[src/rtl/mux4_scan_sampler_pkg.sv]
// Shared definitions for the MUX4 round-robin scan sampler: channel count,
// select width, scan FSM encoding and the event record layout.
package mux_scan_pkg;

   localparam int NUM_CH = 4;
   localparam int SEL_W  = 2;

   typedef enum logic [1:0] {
      IDLE   = 2'd0,
      SETTLE = 2'd1,
      SAMPLE = 2'd2
   } scan_state_e;

   typedef struct packed {
      logic [SEL_W-1:0] chan;
      logic             level;
   } evt_t;

   // Next channel in the round-robin; channel 3 wraps back to channel 0.
   function automatic logic [SEL_W-1:0] sel_inc(input logic [SEL_W-1:0] sel);
      return sel + 2'd1;
   endfunction

endpackage

[src/rtl/mux4_scan_sampler_if.sv]
// Bundle of the scan-control, debounced-level and event handshake signals.
// The slave modport is the sampler's view; the master modport is the
// surrounding logic (MUX4 plus the event consumer).
interface mux4_scan_sampler_if;
   import mux_scan_pkg::*;

   logic             en;
   logic [SEL_W-1:0] sel;
   logic             mux_out;
   logic [NUM_CH-1:0] state;
   logic             evt_valid;
   logic             evt_ready;
   logic [SEL_W-1:0] evt_chan;
   logic             evt_level;
   logic             overrun;
   logic             ovr_clr;

   modport slave (
      input  en, mux_out, evt_ready, ovr_clr,
      output sel, state, evt_valid, evt_chan, evt_level, overrun
   );

   modport master (
      output en, mux_out, evt_ready, ovr_clr,
      input  sel, state, evt_valid, evt_chan, evt_level, overrun
   );
endinterface

[src/rtl/mux4_scan_sampler_debounce.sv]
// Per-channel debouncer. Counts consecutive captures that disagree with the
// accepted level; the DEBOUNCE-th one flips the level. flip_o is a same-cycle
// pulse so the parent can register the event on the accepting edge.
module chan_debounce #(
   parameter int DEBOUNCE = 3
) (
   input  logic clk,
   input  logic rst_n,
   input  logic cap_i,
   input  logic sample_i,
   input  logic clr_i,
   output logic level_o,
   output logic flip_o
);
   localparam logic [3:0] DB_LIMIT = 4'(DEBOUNCE);

   logic [3:0] cnt_q, cnt_d, cnt_inc_s;
   logic       level_q, level_d;

   // Counter and level next-state; clear wins over a capture.
   always_comb begin
      cnt_inc_s = cnt_q + 4'd1;
      cnt_d     = cnt_q;
      level_d   = level_q;
      flip_o    = 1'b0;
      if (clr_i) begin
         cnt_d = 4'd0;
      end else if (cap_i) begin
         if (sample_i == level_q) begin
            cnt_d = 4'd0;
         end else if (cnt_inc_s == DB_LIMIT) begin
            cnt_d   = 4'd0;
            level_d = ~level_q;
            flip_o  = 1'b1;
         end else begin
            cnt_d = cnt_inc_s;
         end
      end else begin
         cnt_d = cnt_q;
      end
   end

   // Debounce state registers.
   always_ff @(posedge clk or negedge rst_n) begin
      if (!rst_n) begin
         cnt_q   <= 4'd0;
         level_q <= 1'b0;
      end else begin
         cnt_q   <= cnt_d;
         level_q <= level_d;
      end
   end

   assign level_o = level_q;
endmodule

[src/rtl/mux4_scan_sampler.sv]
// Round-robin scanner in front of MUX4: drives sel, waits the settle time,
// captures mux_out for the selected channel, debounces per channel and
// reports accepted level changes through a one-entry valid/ready register.
module mux4_scan_sampler
   import mux_scan_pkg::*;
#(
   parameter int SETTLE_CYCLES = 2,
   parameter int DEBOUNCE      = 3
) (
   input logic clk,
   input logic rst_n,
   mux4_scan_sampler_if.slave bus
);
   localparam logic [7:0] SETTLE_LOAD = 8'(SETTLE_CYCLES - 1);

   scan_state_e       state_q, state_d;
   logic [7:0]        settle_q, settle_d;
   logic [SEL_W-1:0]  sel_q, sel_d;
   logic              cap_s;
   logic              clr_s;
   logic [NUM_CH-1:0] flip_s;
   logic [NUM_CH-1:0] level_s;
   logic              flip_any_s;
   evt_t              new_evt_s;
   evt_t              evt_q, evt_d;
   logic              evt_valid_q, evt_valid_d;
   logic              ovr_q, ovr_d;

   // Scan FSM next-state, settle countdown and select advance.
   always_comb begin
      state_d  = state_q;
      settle_d = settle_q;
      sel_d    = sel_q;
      cap_s    = 1'b0;
      if (!bus.en) begin
         state_d  = IDLE;
         settle_d = 8'd0;
         sel_d    = {SEL_W{1'b0}};
      end else begin
         case (state_q)
            IDLE: begin
               state_d  = SETTLE;
               settle_d = SETTLE_LOAD;
            end
            SETTLE: begin
               if (settle_q == 8'd0) begin
                  state_d = SAMPLE;
               end else begin
                  settle_d = settle_q - 8'd1;
               end
            end
            SAMPLE: begin
               cap_s    = 1'b1;
               sel_d    = sel_inc(sel_q);
               state_d  = SETTLE;
               settle_d = SETTLE_LOAD;
            end
            default: begin
               state_d  = IDLE;
               settle_d = 8'd0;
               sel_d    = {SEL_W{1'b0}};
            end
         endcase
      end
   end

   // Scan FSM, settle counter and select registers.
   always_ff @(posedge clk or negedge rst_n) begin
      if (!rst_n) begin
         state_q  <= IDLE;
         settle_q <= 8'd0;
         sel_q    <= {SEL_W{1'b0}};
      end else begin
         state_q  <= state_d;
         settle_q <= settle_d;
         sel_q    <= sel_d;
      end
   end

   // Dropping enable abandons any partial debounce progress.
   assign clr_s = ~bus.en;

   for (genvar g = 0; g < NUM_CH; g++) begin : g_ch
      chan_debounce #(.DEBOUNCE(DEBOUNCE)) u_db (
         .clk      (clk),
         .rst_n    (rst_n),
         .cap_i    (cap_s && (sel_q == SEL_W'(g))),
         .sample_i (bus.mux_out),
         .clr_i    (clr_s),
         .level_o  (level_s[g]),
         .flip_o   (flip_s[g])
      );
   end

   // Event register and sticky overrun next-state; a new event may replace
   // one that is leaving in the same cycle, otherwise it is dropped.
   always_comb begin
      flip_any_s      = |flip_s;
      new_evt_s.chan  = sel_q;
      new_evt_s.level = ~level_s[sel_q];
      evt_d           = evt_q;
      evt_valid_d     = evt_valid_q;
      ovr_d           = ovr_q;
      if (flip_any_s && (!evt_valid_q || bus.evt_ready)) begin
         evt_d       = new_evt_s;
         evt_valid_d = 1'b1;
      end else if (evt_valid_q && bus.evt_ready) begin
         evt_valid_d = 1'b0;
      end else begin
         evt_valid_d = evt_valid_q;
      end
      if (flip_any_s && evt_valid_q && !bus.evt_ready) begin
         ovr_d = 1'b1;
      end else if (bus.ovr_clr) begin
         ovr_d = 1'b0;
      end else begin
         ovr_d = ovr_q;
      end
   end

   // Event and overrun registers.
   always_ff @(posedge clk or negedge rst_n) begin
      if (!rst_n) begin
         evt_q       <= '{chan: {SEL_W{1'b0}}, level: 1'b0};
         evt_valid_q <= 1'b0;
         ovr_q       <= 1'b0;
      end else begin
         evt_q       <= evt_d;
         evt_valid_q <= evt_valid_d;
         ovr_q       <= ovr_d;
      end
   end

   assign bus.sel       = sel_q;
   assign bus.state     = level_s;
   assign bus.evt_valid = evt_valid_q;
   assign bus.evt_chan  = evt_q.chan;
   assign bus.evt_level = evt_q.level;
   assign bus.overrun   = ovr_q;
endmodule

[src/flat_wrapper.sv]
// flat-port wrapper written by rule: the top's interface ports become plain ports
module mux4_scan_sampler_flat import mux_scan_pkg::*;
#(
   parameter int SETTLE_CYCLES = 2,
   parameter int DEBOUNCE      = 3
)
  (clk, rst_n, bus_en, bus_mux_out, bus_evt_ready, bus_ovr_clr, bus_sel, bus_state, bus_evt_valid, bus_evt_chan, bus_evt_level, bus_overrun);
  mux4_scan_sampler_if bus_i ();
  input logic clk;
  input logic rst_n;
  input wire logic [$bits(bus_i.en)-1:0] bus_en;
  input wire logic [$bits(bus_i.mux_out)-1:0] bus_mux_out;
  input wire logic [$bits(bus_i.evt_ready)-1:0] bus_evt_ready;
  input wire logic [$bits(bus_i.ovr_clr)-1:0] bus_ovr_clr;
  output wire logic [$bits(bus_i.sel)-1:0] bus_sel;
  output wire logic [$bits(bus_i.state)-1:0] bus_state;
  output wire logic [$bits(bus_i.evt_valid)-1:0] bus_evt_valid;
  output wire logic [$bits(bus_i.evt_chan)-1:0] bus_evt_chan;
  output wire logic [$bits(bus_i.evt_level)-1:0] bus_evt_level;
  output wire logic [$bits(bus_i.overrun)-1:0] bus_overrun;
  assign bus_i.en = bus_en;
  assign bus_i.mux_out = bus_mux_out;
  assign bus_i.evt_ready = bus_evt_ready;
  assign bus_i.ovr_clr = bus_ovr_clr;
  assign bus_sel = bus_i.sel;
  assign bus_state = bus_i.state;
  assign bus_evt_valid = bus_i.evt_valid;
  assign bus_evt_chan = bus_i.evt_chan;
  assign bus_evt_level = bus_i.evt_level;
  assign bus_overrun = bus_i.overrun;
  mux4_scan_sampler #(.SETTLE_CYCLES(SETTLE_CYCLES), .DEBOUNCE(DEBOUNCE)) u_core (.clk(clk), .rst_n(rst_n), .bus(bus_i));
endmodule
[config.mk]
export PLATFORM = sky130hd
export DESIGN_NAME = mux4_scan_sampler_flat
export DESIGN_NICKNAME = d
export VERILOG_FILES = /design/src/rtl/mux4_scan_sampler_pkg.sv /design/src/rtl/mux4_scan_sampler_if.sv /design/src/rtl/mux4_scan_sampler_debounce.sv /design/src/rtl/mux4_scan_sampler.sv /design/src/flat_wrapper.sv
export SDC_FILE = /design/constraint.sdc
export NUM_CORES = 1
export LEC_CHECK = 0
export CAP_MARGIN = 20
export CORE_MARGIN = 3
export CORE_UTILIZATION = 58
export DETAILED_ROUTE_END_ITERATION = 8
export PLACE_DENSITY = 0.79
export SLEW_MARGIN = 10
export SYNTH_ARGS = -nofsm -noshare
export SYNTH_HDL_FRONTEND = slang
export SYNTH_SLANG_ARGS = --single-unit
[constraint.sdc]
create_clock -name clk -period 2.5 [get_ports clk]
set_input_delay 0.5 -clock clk [delete_from_list [all_inputs] [get_ports clk]]
set_output_delay 0.5 -clock clk [all_outputs]
set_load 0.005 [all_outputs]
==> impl_metrics.toml <==
[placement]
gp_congestion = 0.817
placed_area_sq_mm = 0.00238
io_buffers = 16
placedCellCount = 280
hpwl_mm = 3.36

[die]
die-area_sq_mm = 0.00452
io-pin-count = 17
die_w_um = 67.3
num_rows = 21
start_util_pct = 62.8
die_h_um = 67.3
core_area_sq_mm = 0.00347

[cells_and_area]
drive_gt1_share_pct = 10.7
finalCoreUtilization_pct = 71.6
multiInputGateArea_sq_mm = 0.00114
regArea_sq_um = 926
final_nets = 261
fill_cells = 256
final_cells = 288
design_area_sq_mm = 0.00248
n_antenna_cell = 0
area_growth_pct = 14.0

[logic_synthesis]
synth_top_area_share_pct = 42.5
synth-seq-cells = 37
synth_edf_count = 0
synth_cells = 221
async_reset_ff_share_pct = 100
yosysSeqAreaShare_pct = 42.5
avgSynthCellArea_sq_um = 9.85
synth_area_sq_mm = 0.00218
synth_area_leaders = "dfrtp_1, ha_1, xor2_1, o21ai_0, nor2_1"
synthFlopType = "dfrtp_1"
ys.warnings.count = 0
synth_nets = 241
synth_cell_types = 44
yosys.area.top_type = "dfrtp_1"

[cts]
cts_sinks = 37
clock_latency_ns = 0.29
ctsLongestPathBuffers = 2
hold_buffers = 0
htreeDepth = 2
root_buffer = "clkbuf_8"
path_clk_slew_ns = 0.07
cts_made_buffers = 5
cts_resized = 0
post-cts-setup-buffers = 0
cts_tree = "built"

[drt]
antenna_left = 0
viasPerCell = 5.77
drc_errors = 0
drt_pass1_iterations = 4
dr_total_vias = 1661
avgRoutedWirePerCell_um = 15.3
wl_mm = 4.42
drtIter0Drc = 101

[critical_path]
cp_slowest_cell = "dfrtp_1"
arrival_ns = 2.43
r2r_setup_slack_ns = 0.25
critPathCaptureType = "register"
path_max_fanout = 7
worstSetupPathType = "reg -> reg"
path_cells = "inv_1 > ha_1 > and3_1 > a31oi_1 > nor2_1 > o41ai_4 > mux2_1"
cp_slowest_stage_delay_ns = 0.46
crit_family = "compound AO/OA/AOI/OAI gates"
worstPathRequired_ns = 2.68
cp-start-kind = "register"
cp.buffers_inverters = 1

[sta]
finClkSkew_ns = 0.00175
relSlewSlack_pct = 51.5
worst-slew-pin-transition_ns = 0.720
setup_violations = 0
finalCritPeriodShare_pct = 90.0
rsz0062_at_grt = "false"
setup_tns_ns = 0
max_freq_mhz = 445
period_needed_ns = 2.25
hold_viol = 0
finalMaxSlewViolations = 0

[global_route]
grt_pass1_vias = 1641
grtUsageTotal_pct = 22.8
antenna_found_initial = 0
grt_first_pass_wirelength_mm = 7.57
grt-ovfl-total = 0
grt_max_degree = 38

[run_status]
status = "finished, final reports clean"

[power_and_ir_drop]
leakage_nw = 1.15
max-vdd-ir-drop_mv = 0.781
p_per_area_mw_per_mm2 = 754

[job]
drv_cap = 0

[hold_path]
hold_class = "reg -> reg"
## worst register-to-register path, cell delays in order (launching register included)
cell and delay [ns]:
dfrtp_1 0.46, inv_1 0.07, ha_1 0.21, and3_1 0.17, a31oi_1 0.24, nor2_1 0.14
o41ai_4 0.46, mux2_1 0.37
## through the flow
step / setup WS (ns) / hold slack [ns] / total power, mW
2_1_floorplan: 0.497 / 0.204 / 1.28
3_3_place_gp: 0.145 / 0.483 / 1.38
3_5_place_dp: 0.0518 / 0.502 / 1.42
4_1_cts: 0.232 / 0.517 / 1.89
5_1_grt: 0.0550 / 0.528 / 2.00
6_report: 0.251 / 0.510 / 1.87
## worst paths after layout
check / start / endpoint / depth (start not counted)
worst min register to register: u_core.bus.evt_chan[0] / u_core.bus.evt_chan[0] / 1
worst min-delay path: u_core.bus.evt_chan[0] / u_core.bus.evt_chan[0] / 1
worst max-delay path: u_core.g_ch[0].u_db.cnt_q[0] / u_core.bus.evt_chan[1] / 7
worst max register to register: u_core.g_ch[0].u_db.cnt_q[0] / u_core.bus.evt_chan[1] / 7
min in group asynchronous: rst_n / u_core.g_ch[0].u_db.cnt_q[0] / 2
max in group asynchronous: rst_n / u_core.bus.evt_chan[1] / 2
## state kept, by name, summed over array words and instances, names as in the netlist
signal and flops:
u_core.bus.evt_level 1, u_core.bus.sel 2, u_core.state_q 2, u_core.bus.evt_valid 1
u_core.g_ch.u_db.level_o 4, u_core.bus.evt_chan 2, u_core.g_ch.u_db.cnt_q 16, u_core.bus.overrun 1
u_core.settle_q 8
## report_power, final
group	internal, mW	total, mW	switching (mW)
combinational	0.290	0.652	0.362
sequential	0.669	0.762	0.0930
clock	0.249	0.458	0.209
total	1.21	1.87	0.665
## cell families (layout without fill, tap and decap cells)
| group | Yosys count | in the layout | share of synthesized area, % |
|---|---|---|---|
| AO/OA/AOI/OAI | 43 | 43 | 14.0 |
| XOR/XNOR | 14 | 14 | 5.63 |
| adder cells (fa/ha/maj) | 14 | 14 | 8.05 |
| buffers and inverters | 22 | 43 | 4.94 |
| flip-flops | 37 | 37 | 42.5 |
| multiplexers | 6 | 6 | 3.51 |
| AND/OR/NAND/NOR | 85 | 85 | 21.4 |
## cell type report
class	instances	area share, %
clock buffer	7	3.88
clock inverter	1	0.202
inverter	13	1.97
multi-input combinational	162	46.1
sequential	37	37.3
tap	46	2.32
timing repair buffer	22	8.27
## Yosys cell counts, types with 5 or more instances
master,instances
nand2b_1,8
ha_1,14
nand3b_1,5
xor2_1,10
o21ai_0,17
nand2_1,15
buf_4,6
a21oi_1,6
inv_1,13
nor2_1,18
dfrtp_1,37
nand3_1,10
## cells in the final DEF, fill, tap and decap left out, types with 3 or more instances in the layout
cell	Yosys	routed
dfrtp_1	37	37
nor2_1	18	18
o21ai_0	17	17
clkdlybuf4s50_1	0	16
nand2_1	15	15
ha_1	14	14
inv_1	13	13
xor2_1	10	10
nand3_1	10	10
nand2b_1	8	8
clkbuf_8	0	7
a21oi_1	6	6
buf_4	6	6
nand3b_1	5	5
and3_1	4	4
nor4b_1	4	4
xnor2_1	4	4
nor4_1	4	4
a21bo_2	3	3
a31oi_1	3	3
and2_1	3	3
o22ai_1	3	3
## layer usage
layer | GRT usage (%) | share of wire (%)
met1 | 25.6 | 40
met2 | 40.7 | 53
met3 | 6.16 | 3.8
met4 | 8.86 | 2.5
met5 | 0 | 0
(Power assumes the default switching activity.)
